==> src/rtl/trace_pkg.sv <==
// trace_pkg -- definitions shared by the pipeline trace buffer files.
//   STAMP_W            : width of the free-running cycle stamp kept in each entry
//   ST_IDLE .. ST_DONE : capture state encoding, also driven on the 'state' port
package trace_pkg;

  localparam int STAMP_W = 16;

  localparam logic [1:0] ST_IDLE  = 2'd0;
  localparam logic [1:0] ST_ARMED = 2'd1;
  localparam logic [1:0] ST_POST  = 2'd2;
  localparam logic [1:0] ST_DONE  = 2'd3;

endpackage

==> src/rtl/trace_ram.sv <==
// trace_ram -- DEPTH x EW storage for the trace buffer.
// One write port and one read port. The read data is registered, so it
// appears one clock after the address. Contents have no reset.
// Ports:
//   clock     in   rising-edge clock
//   wr_en     in   write wr_data at wr_addr this cycle
//   wr_addr   in   AW-bit write address
//   wr_data   in   EW-bit entry
//   rd_addr   in   AW-bit read address
//   rd_data   out  EW-bit entry at rd_addr, registered
module trace_ram #(
  parameter int DEPTH = 32,
  parameter int EW    = 84,
  parameter int AW    = $clog2(DEPTH)
) (
  input  logic          clock,
  input  logic          wr_en,
  input  logic [AW-1:0] wr_addr,
  input  logic [EW-1:0] wr_data,
  input  logic [AW-1:0] rd_addr,
  output logic [EW-1:0] rd_data
);

  logic [EW-1:0] mem_q [DEPTH];
  logic [EW-1:0] rd_data_q;

  // Plain array with a registered read, so synthesis can map it to block RAM.
  always_ff @(posedge clock) begin
    if (wr_en) begin
      mem_q[wr_addr] <= wr_data;
    end
    rd_data_q <= mem_q[rd_addr];
  end

  assign rd_data = rd_data_q;

endmodule

==> src/rtl/pipe_trace_buffer.sv <==
// pipe_trace_buffer -- circular trace of pipeline stage contents around a
// trigger event.
// Each sampled cycle stores {cycle_stamp, stage_valid, stage_data}. After
// the trigger, POST_TRIG more samples are recorded and then capture stops.
// Once capture is DONE, entries are read out oldest first.
// Optional feature: define PIPE_TRACE_MATCH_TRIG_EN to add the trig_value
// and trig_mask inputs. A valid stage-0 value that matches them under the
// mask also acts as a trigger.
// Ports:
//   clock        in   rising-edge clock
//   reset        in   synchronous, active-low reset
//   arm          in   start or restart a capture (one-cycle pulse)
//   sample_en    in   record this cycle's stage data
//   stage_data   in   STAGES*WIDTH bits; stage s in [s*WIDTH +: WIDTH]
//   stage_valid  in   per-stage valid bits
//   trig_in      in   external trigger
//   trig_value   in   (optional) stage-0 match value
//   trig_mask    in   (optional) stage-0 match mask
//   rd_idx       in   readout index, 0 = oldest retained entry
//   rd_data      out  selected entry, one-cycle latency; 0 unless DONE and in range
//   state        out  0 IDLE, 1 ARMED, 2 POST, 3 DONE
//   count        out  retained entries, saturating at DEPTH
//   trig_pos     out  index of the triggering entry, valid in DONE
module pipe_trace_buffer
  import trace_pkg::*;
#(
  parameter int STAGES    = 4,
  parameter int WIDTH     = 16,
  parameter int DEPTH     = 32,
  parameter int POST_TRIG = 8
) (
  input  logic                                clock,
  input  logic                                reset,
  input  logic                                arm,
  input  logic                                sample_en,
  input  logic [STAGES*WIDTH-1:0]             stage_data,
  input  logic [STAGES-1:0]                   stage_valid,
  input  logic                                trig_in,
`ifdef PIPE_TRACE_MATCH_TRIG_EN
  input  logic [WIDTH-1:0]                    trig_value,
  input  logic [WIDTH-1:0]                    trig_mask,
`endif
  input  logic [$clog2(DEPTH)-1:0]            rd_idx,
  output logic [STAGES*WIDTH+STAGES+STAMP_W-1:0] rd_data,
  output logic [1:0]                          state,
  output logic [$clog2(DEPTH):0]              count,
  output logic [$clog2(DEPTH)-1:0]            trig_pos
);

  localparam int AW = $clog2(DEPTH);
  localparam int EW = STAGES*WIDTH + STAGES + STAMP_W;
  localparam logic [AW:0]   DEPTH_C = (AW+1)'(DEPTH);
  localparam logic [AW-1:0] POST_C  = AW'(POST_TRIG);

  logic [1:0]         state_q, state_d;
  logic [AW-1:0]      wr_ptr_q, wr_ptr_d;
  logic [AW:0]        count_q, count_d;
  logic [AW-1:0]      trig_addr_q, trig_addr_d;
  logic [AW-1:0]      post_q, post_d;
  logic               pend_q, pend_d;
  logic [STAMP_W-1:0] cyc_q, cyc_d;
  logic               rd_valid_q, rd_valid_d;

  logic               trig;
  logic               wr_en;
  logic [AW-1:0]      oldest;
  logic [EW-1:0]      ram_rd_data;

`ifdef PIPE_TRACE_MATCH_TRIG_EN
  assign trig = trig_in |
                (stage_valid[0] &
                 ((stage_data[WIDTH-1:0] & trig_mask) == (trig_value & trig_mask)));
`else
  assign trig = trig_in;
`endif

  // Until the buffer wraps, the oldest entry is slot 0. After it wraps, the
  // next slot to be overwritten holds the oldest entry.
  assign oldest = (count_q == DEPTH_C) ? wr_ptr_q : '0;

  // The write condition mirrors the sample branch of the state logic below.
  assign wr_en = reset && !arm && sample_en &&
                 ((state_q == ST_ARMED) || (state_q == ST_POST));

  // Next-state logic for the capture controller, the cycle stamp and the
  // readout gate. Reset is synchronous and overrides everything at the end.
  always_comb begin
    state_d     = state_q;
    wr_ptr_d    = wr_ptr_q;
    count_d     = count_q;
    trig_addr_d = trig_addr_q;
    post_d      = post_q;
    pend_d      = pend_q;
    cyc_d       = cyc_q + 1'b1;
    // Sampled together with the RAM read address so that the gate lines up
    // with the registered RAM output.
    rd_valid_d  = (state_q == ST_DONE) && ({1'b0, rd_idx} < count_q);

    case (state_q)
      ST_IDLE, ST_DONE: begin
        if (arm) begin
          state_d  = ST_ARMED;
          wr_ptr_d = '0;
          count_d  = '0;
          pend_d   = 1'b0;
        end
      end
      default: begin
        if (arm) begin
          // arm beats a trigger in the same cycle.
          state_d  = ST_ARMED;
          wr_ptr_d = '0;
          count_d  = '0;
          pend_d   = 1'b0;
        end else if (sample_en) begin
          wr_ptr_d = wr_ptr_q + 1'b1;
          if (count_q != DEPTH_C) begin
            count_d = count_q + 1'b1;
          end
          if (state_q == ST_ARMED) begin
            if (trig || pend_q) begin
              trig_addr_d = wr_ptr_q;
              pend_d      = 1'b0;
              post_d      = POST_C;
              state_d     = (POST_TRIG == 0) ? ST_DONE : ST_POST;
            end
          end else begin
            post_d = post_q - 1'b1;
            if (post_q == AW'(1)) begin
              state_d = ST_DONE;
            end
          end
        end else if ((state_q == ST_ARMED) && trig) begin
          // A trigger seen while the pipeline is frozen is held until the next
          // sampled cycle, so that the trigger lands on a real entry.
          pend_d = 1'b1;
        end
      end
    endcase

    if (!reset) begin
      state_d     = ST_IDLE;
      wr_ptr_d    = '0;
      count_d     = '0;
      trig_addr_d = '0;
      post_d      = '0;
      pend_d      = 1'b0;
      cyc_d       = '0;
      rd_valid_d  = 1'b0;
    end
  end

  // State registers. Reset values come from the combinational block above.
  always_ff @(posedge clock) begin
    state_q     <= state_d;
    wr_ptr_q    <= wr_ptr_d;
    count_q     <= count_d;
    trig_addr_q <= trig_addr_d;
    post_q      <= post_d;
    pend_q      <= pend_d;
    cyc_q       <= cyc_d;
    rd_valid_q  <= rd_valid_d;
  end

  trace_ram #(
    .DEPTH (DEPTH),
    .EW    (EW),
    .AW    (AW)
  ) u_ram (
    .clock   (clock),
    .wr_en   (wr_en),
    .wr_addr (wr_ptr_q),
    .wr_data ({cyc_q, stage_valid, stage_data}),
    .rd_addr (oldest + rd_idx),
    .rd_data (ram_rd_data)
  );

  assign rd_data  = rd_valid_q ? ram_rd_data : '0;
  assign state    = state_q;
  assign count    = count_q;
  // The trigger slot is stored as a physical address. Its position is taken
  // relative to the current oldest entry, so it stays correct after a wrap.
  assign trig_pos = (state_q == ST_DONE) ? (trig_addr_q - oldest) : '0;

endmodule
==> config.mk <==
export PLATFORM = sky130hd
export DESIGN_NAME = pipe_trace_buffer
export DESIGN_NICKNAME = d
export VERILOG_FILES = /design/src/rtl/trace_pkg.sv /design/src/rtl/trace_ram.sv /design/src/rtl/pipe_trace_buffer.sv
export SDC_FILE = /design/constraint.sdc
export NUM_CORES = 2
export LEC_CHECK = 0
export ABC_CLOCK_PERIOD_IN_PS = 7600
export CORE_MARGIN = 2
export CORE_UTILIZATION = 50
export CTS_BUF_LIST = sky130_fd_sc_hd__clkbuf_2 sky130_fd_sc_hd__clkbuf_4 sky130_fd_sc_hd__clkbuf_8
export DETAILED_ROUTE_END_ITERATION = 12
export PLACE_DENSITY_LB_ADDON = 0.05
export RECOVER_POWER = 100
export SLEW_MARGIN = 40
export SYNTH_ARGS = -nofsm -noshare
export SYNTH_HDL_FRONTEND = slang
export SYNTH_SLANG_ARGS = --single-unit
==> constraint.sdc <==
create_clock -name clock -period 7.6 [get_ports clock]
set_clock_uncertainty 0.15 [all_clocks]
set_input_delay 1.9 -clock clock [delete_from_list [all_inputs] [get_ports clock]]
set_output_delay 1.9 -clock clock [all_outputs]
set_load 0.005 [all_outputs]
==> summary.txt <==
Power and ir drop
  • Worst vdd rail ir drop: between 0.0002 and 0.00025 V
  • Power share of the clock group: 42.1%
  • Cell area power density: 256.8 mW/mm²
  • Leakage: 0.04037 µW
  • Part of the power in combinational logic: 3.7%
  • Design internal power: 24,870 µW
  • Sequential Power Share: 54.2%
  • Total power: 31,480 µW
  • Net Switching: 6611 µW
  • Proportion of total power due to net switching: 21.00%

Synth
  • Ys async rst share: 0%
  • Post-Syn Area per Cell: ~23 µm²
  • Primary flip-flop cell chosen by synthesis mapping: edfxtp_1
  • Number of instances in the synthesized netlist: about 4.7k
  • Share of the yosys chip area belonging to registers: about 77%
  • Register bit count reported by yosys: 2,813
  • Synth warn: 0
  • EDFF count, synth: 2,688
  • Distinct cells, synth: 49
  • Synth Cell Area: roughly 0.11 mm²
  • Post-synthesis net count: 4,753
  • Most common library cells after synthesis: edfxtp_1, mux4_2, mux2i_1
  • Proportion of netlist area held by the largest area contributor: 74.95%
  • Cell types occupying the most area after synthesis: edfxtp_1, mux4_2, mux2i_1
  • Leading area contributor after synthesis: edfxtp_1
  • Library cell with the highest instance count after synthesis: edfxtp_1

Clock network
  • Total number of clock tree sinks: approximately 2.8k
  • Number of buffers inserted by post-CTS setup repair: 0
  • Number of buffers created by CTS: 467
  • Max Buffers Root-to-Sink: 4
  • Number of H-tree branching levels: 5
  • CTS tree: built
  • Number of buffers inserted for hold repair after clock tree synthesis: 0
  • Later-pin clock latency in the skew report: 1.12 ns
  • CTS clock-pin slew for the worst setup and hold paths: 0.06 ns
  • Root cell of the clock tree: clkbuf_8
  • # resized after CTS: 0

Critical path
  • Delay-heaviest family, CP: buffers and inverters
  • Arrival time at the worst endpoint: 7.40 ns
  • Cell with the biggest individual delay on the critical path: nor2_1
  • Startpoint Class: input port
  • Most used cell, CP: clkbuf_1
  • R2r worst-path depth: 14
  • Critical Path Stages: 8
  • List of cells traversed by the critical path: dlygate4sd3_1 > clkbuf_1 > nand2b_1 > nor2_1 > nand2_1 > nor2_1 > clkbuf_1 > clkbuf_1
  • Reg-to-reg setup timing slack: 0.91 ns
  • CP Class: in -> reg
  • Biggest cell delay along the critical path: 1.09 ns
  • Count of buffering cells on the critical path with inverters included: 4
  • Crit. End Element: register
  • Maximum net fanout on the critical path: 27
  • Critical path data required time: 8.15 ns

Route
  • Number of iterations in the first detailed-routing pass: 5
  • Average vias per placed instance: 5.997
  • Total DRC errors in the routed layout: 0
  • Highest layer used for signal routing: met5
  • Drt initial violations: around 5.4k
  • Routed wire length on met3: 17,170 µm
  • WL met2: 127,900 µm
  • Total via count after detailed routing: 50.72k
  • Antenna-violating nets left: 0
  • Wire per inst: 31.88 µm
  • Total routed wire length on the met1 layer: approximately 120,000 µm
  • Detailed-route wire length: 269,600 µm

Timing
  • Remaining max-slew budget at the tightest pin: -99.59%
  • Count of pins over their slew limit: between 1k and 1.5k
  • Setup total negative slack: 0 ns
  • Transition time at the pin with the least slew margin: ~3 ns
  • Setup repair after global routing missed its margin: false
  • Final-layout worst hold slack: 0.3814 ns
  • Achievable Freq: 145.9 MHz
  • Least setup slack across all paths after layout: about 0.75 ns
  • Share of the clock period used by the worst path: 90.18%
  • Setup-violating endpoint count in the final report: 0
  • Hold Vio Cnt, Final: 0
  • Shortest clock period the worst path allows after layout: 6.854 ns

Placement
  • Post-DP HPWL: 133,900 µm
  • Worst Setup Slack post-DPL: 1.729 ns
  • # port buffers: 174
  • Final RePlAce weighted congestion: 0.7269

Floorplanning
  • Overall die width: roughly 470 µm
  • Number of placement rows: 170
  • I/O pin cnt: 175
  • Area of the core: 0.2144 mm²
  • Initial core utilization: roughly 50%
  • Area of the die: 0.2191 mm²
  • Overall die height: 468.1 µm

Final layout
  • Layout area overhead: 13.83%
  • Share of layout cells above drive strength 1: between 20% and 30%
  • Number of filler instances in the final layout: 15.90k
  • # nets final: 5,344

Global routing
  • Initial antenna violation count: 16
  • Total congestion overflow: 0
  • Total track usage: 24.77%
  • Wire length of the first global-routing pass: roughly 380,000 µm
  • Number of global-route vias before repair: 52.85k
  • Largest net degree at the start of global routing: 123

Status
  • Violations in the final reports: capacitance limit, slew limit
  • Outcome: finished with violations

Job
  • Count of max-cap constraint violations: 46

Worst hold path
  • Worst hold path stage count: 2
  • Class of the most critical hold timing path: reg -> reg
cell families after synthesis:
logic type | synth area share [%]
AOI/OAI and AO/OA | 0.1836
xor gates and xnor gates | 0.2626
adders and majority gates | 0.3044
buffers and inverters | 1.069
DFF | 77.28
muxes | 19.72
and+or+nand+nor | 1.179
stage by stage:
stage / std cells / area (µm²) / util, %
6_report: 8457 / 122600 / 57.17
5_1_grt: 8456 / 122600 / 57.17
4_1_cts: 8453 / 123800 / 57.73
3_5_place_dp: 7609 / 114400 / 53.38
3_3_place_gp: 7599 / 114500 / 53.42
2_1_floorplan: 4650 / 107700 / -
routing by layer:
metal / track usage [%] / vias to the layer above
li1: - / 20780
met1: 36.56 / 27761
met2: 38.33 / 1792
met3: 4.765 / 368
met4: 6.407 / 14
met5: 0 / -
area by class of cell:
cell class	count	area, µm²	share of cell area [%]
clock inverter	146	828.3	0.6757
tap	2838	3551	2.897
multi-input combinational	1581	23280	18.99
sequential	2813	83220	67.89
inverter	24	90.09	0.07349
antenna	3	7.507	0.006124
clock buffer	698	8493	6.929
timing repair buffer	354	3110	2.537
flip-flops by register name, indices dropped and copies added (netlist names), 2 cells and up:
register and cells:
u_ram.mem_q 2688, u_ram.rd_data 84, cyc_q 16, count 6, post_q 5, trig_addr_q 5, wr_ptr_q 5, state 2
cell usage in the layout, fill, tap and decap left out, drive strengths merged, types with 27 or more instances in the layout:
cell / netlist / final
mux4: 672 / 672
mux2i: 508 / 508
inv: 24 / 27
clkbuf: 109 / 853
buf: 123 / 92
clkdlybuf4s50: 0 / 78
and2: 101 / 101
nor2: 53 / 53
clkinv: 0 / 131
dlygate4sd3: 0 / 28
edfxtp: 2688 / 2688
dfxtp: 125 / 125
mux2: 84 / 84
power groups by stage:
stage          clock network, µW  logic, µW  registers, µW
2_1_floorplan                  0        779          17300
3_3_place_gp                   0       1220          17400
3_5_place_dp                   0       1220          17400
4_1_cts                    13500       1220          17100
5_1_grt                    14200       1280          17100
6_report                   13200       1180          17100
worst reg2reg max path, stage by stage, from the launching register on:
cell,delay [ns]
dfxtp_1,0.35
inv_1,0.10
ha_1,0.14
nor4b_1,0.45
and2_0,0.43
nand2_1,0.12
inv_1,0.08
ha_1,0.16
inv_1,0.06
fa_4,0.48
xor2_1,1.49
clkbuf_4,1.45
mux2i_1,0.52
mux2i_1,0.23
mux2_2,0.33
path summary, 6_finish.rpt:
check                        startpoint                             to
hold / removal    state[1]$_SDFFE_PN0P_          state[1]$_SDFFE_PN0P_
setup reg to reg  count[1]$_SDFFE_PN0P_      u_ram.rd_data[52]$_DFF_P_
hold reg to reg   state[1]$_SDFFE_PN0P_          state[1]$_SDFFE_PN0P_
setup / recovery                  reset  u_ram.mem_q[14][44]$_DFFE_PP_
Note: power is estimated with default switching activity, not from simulation.
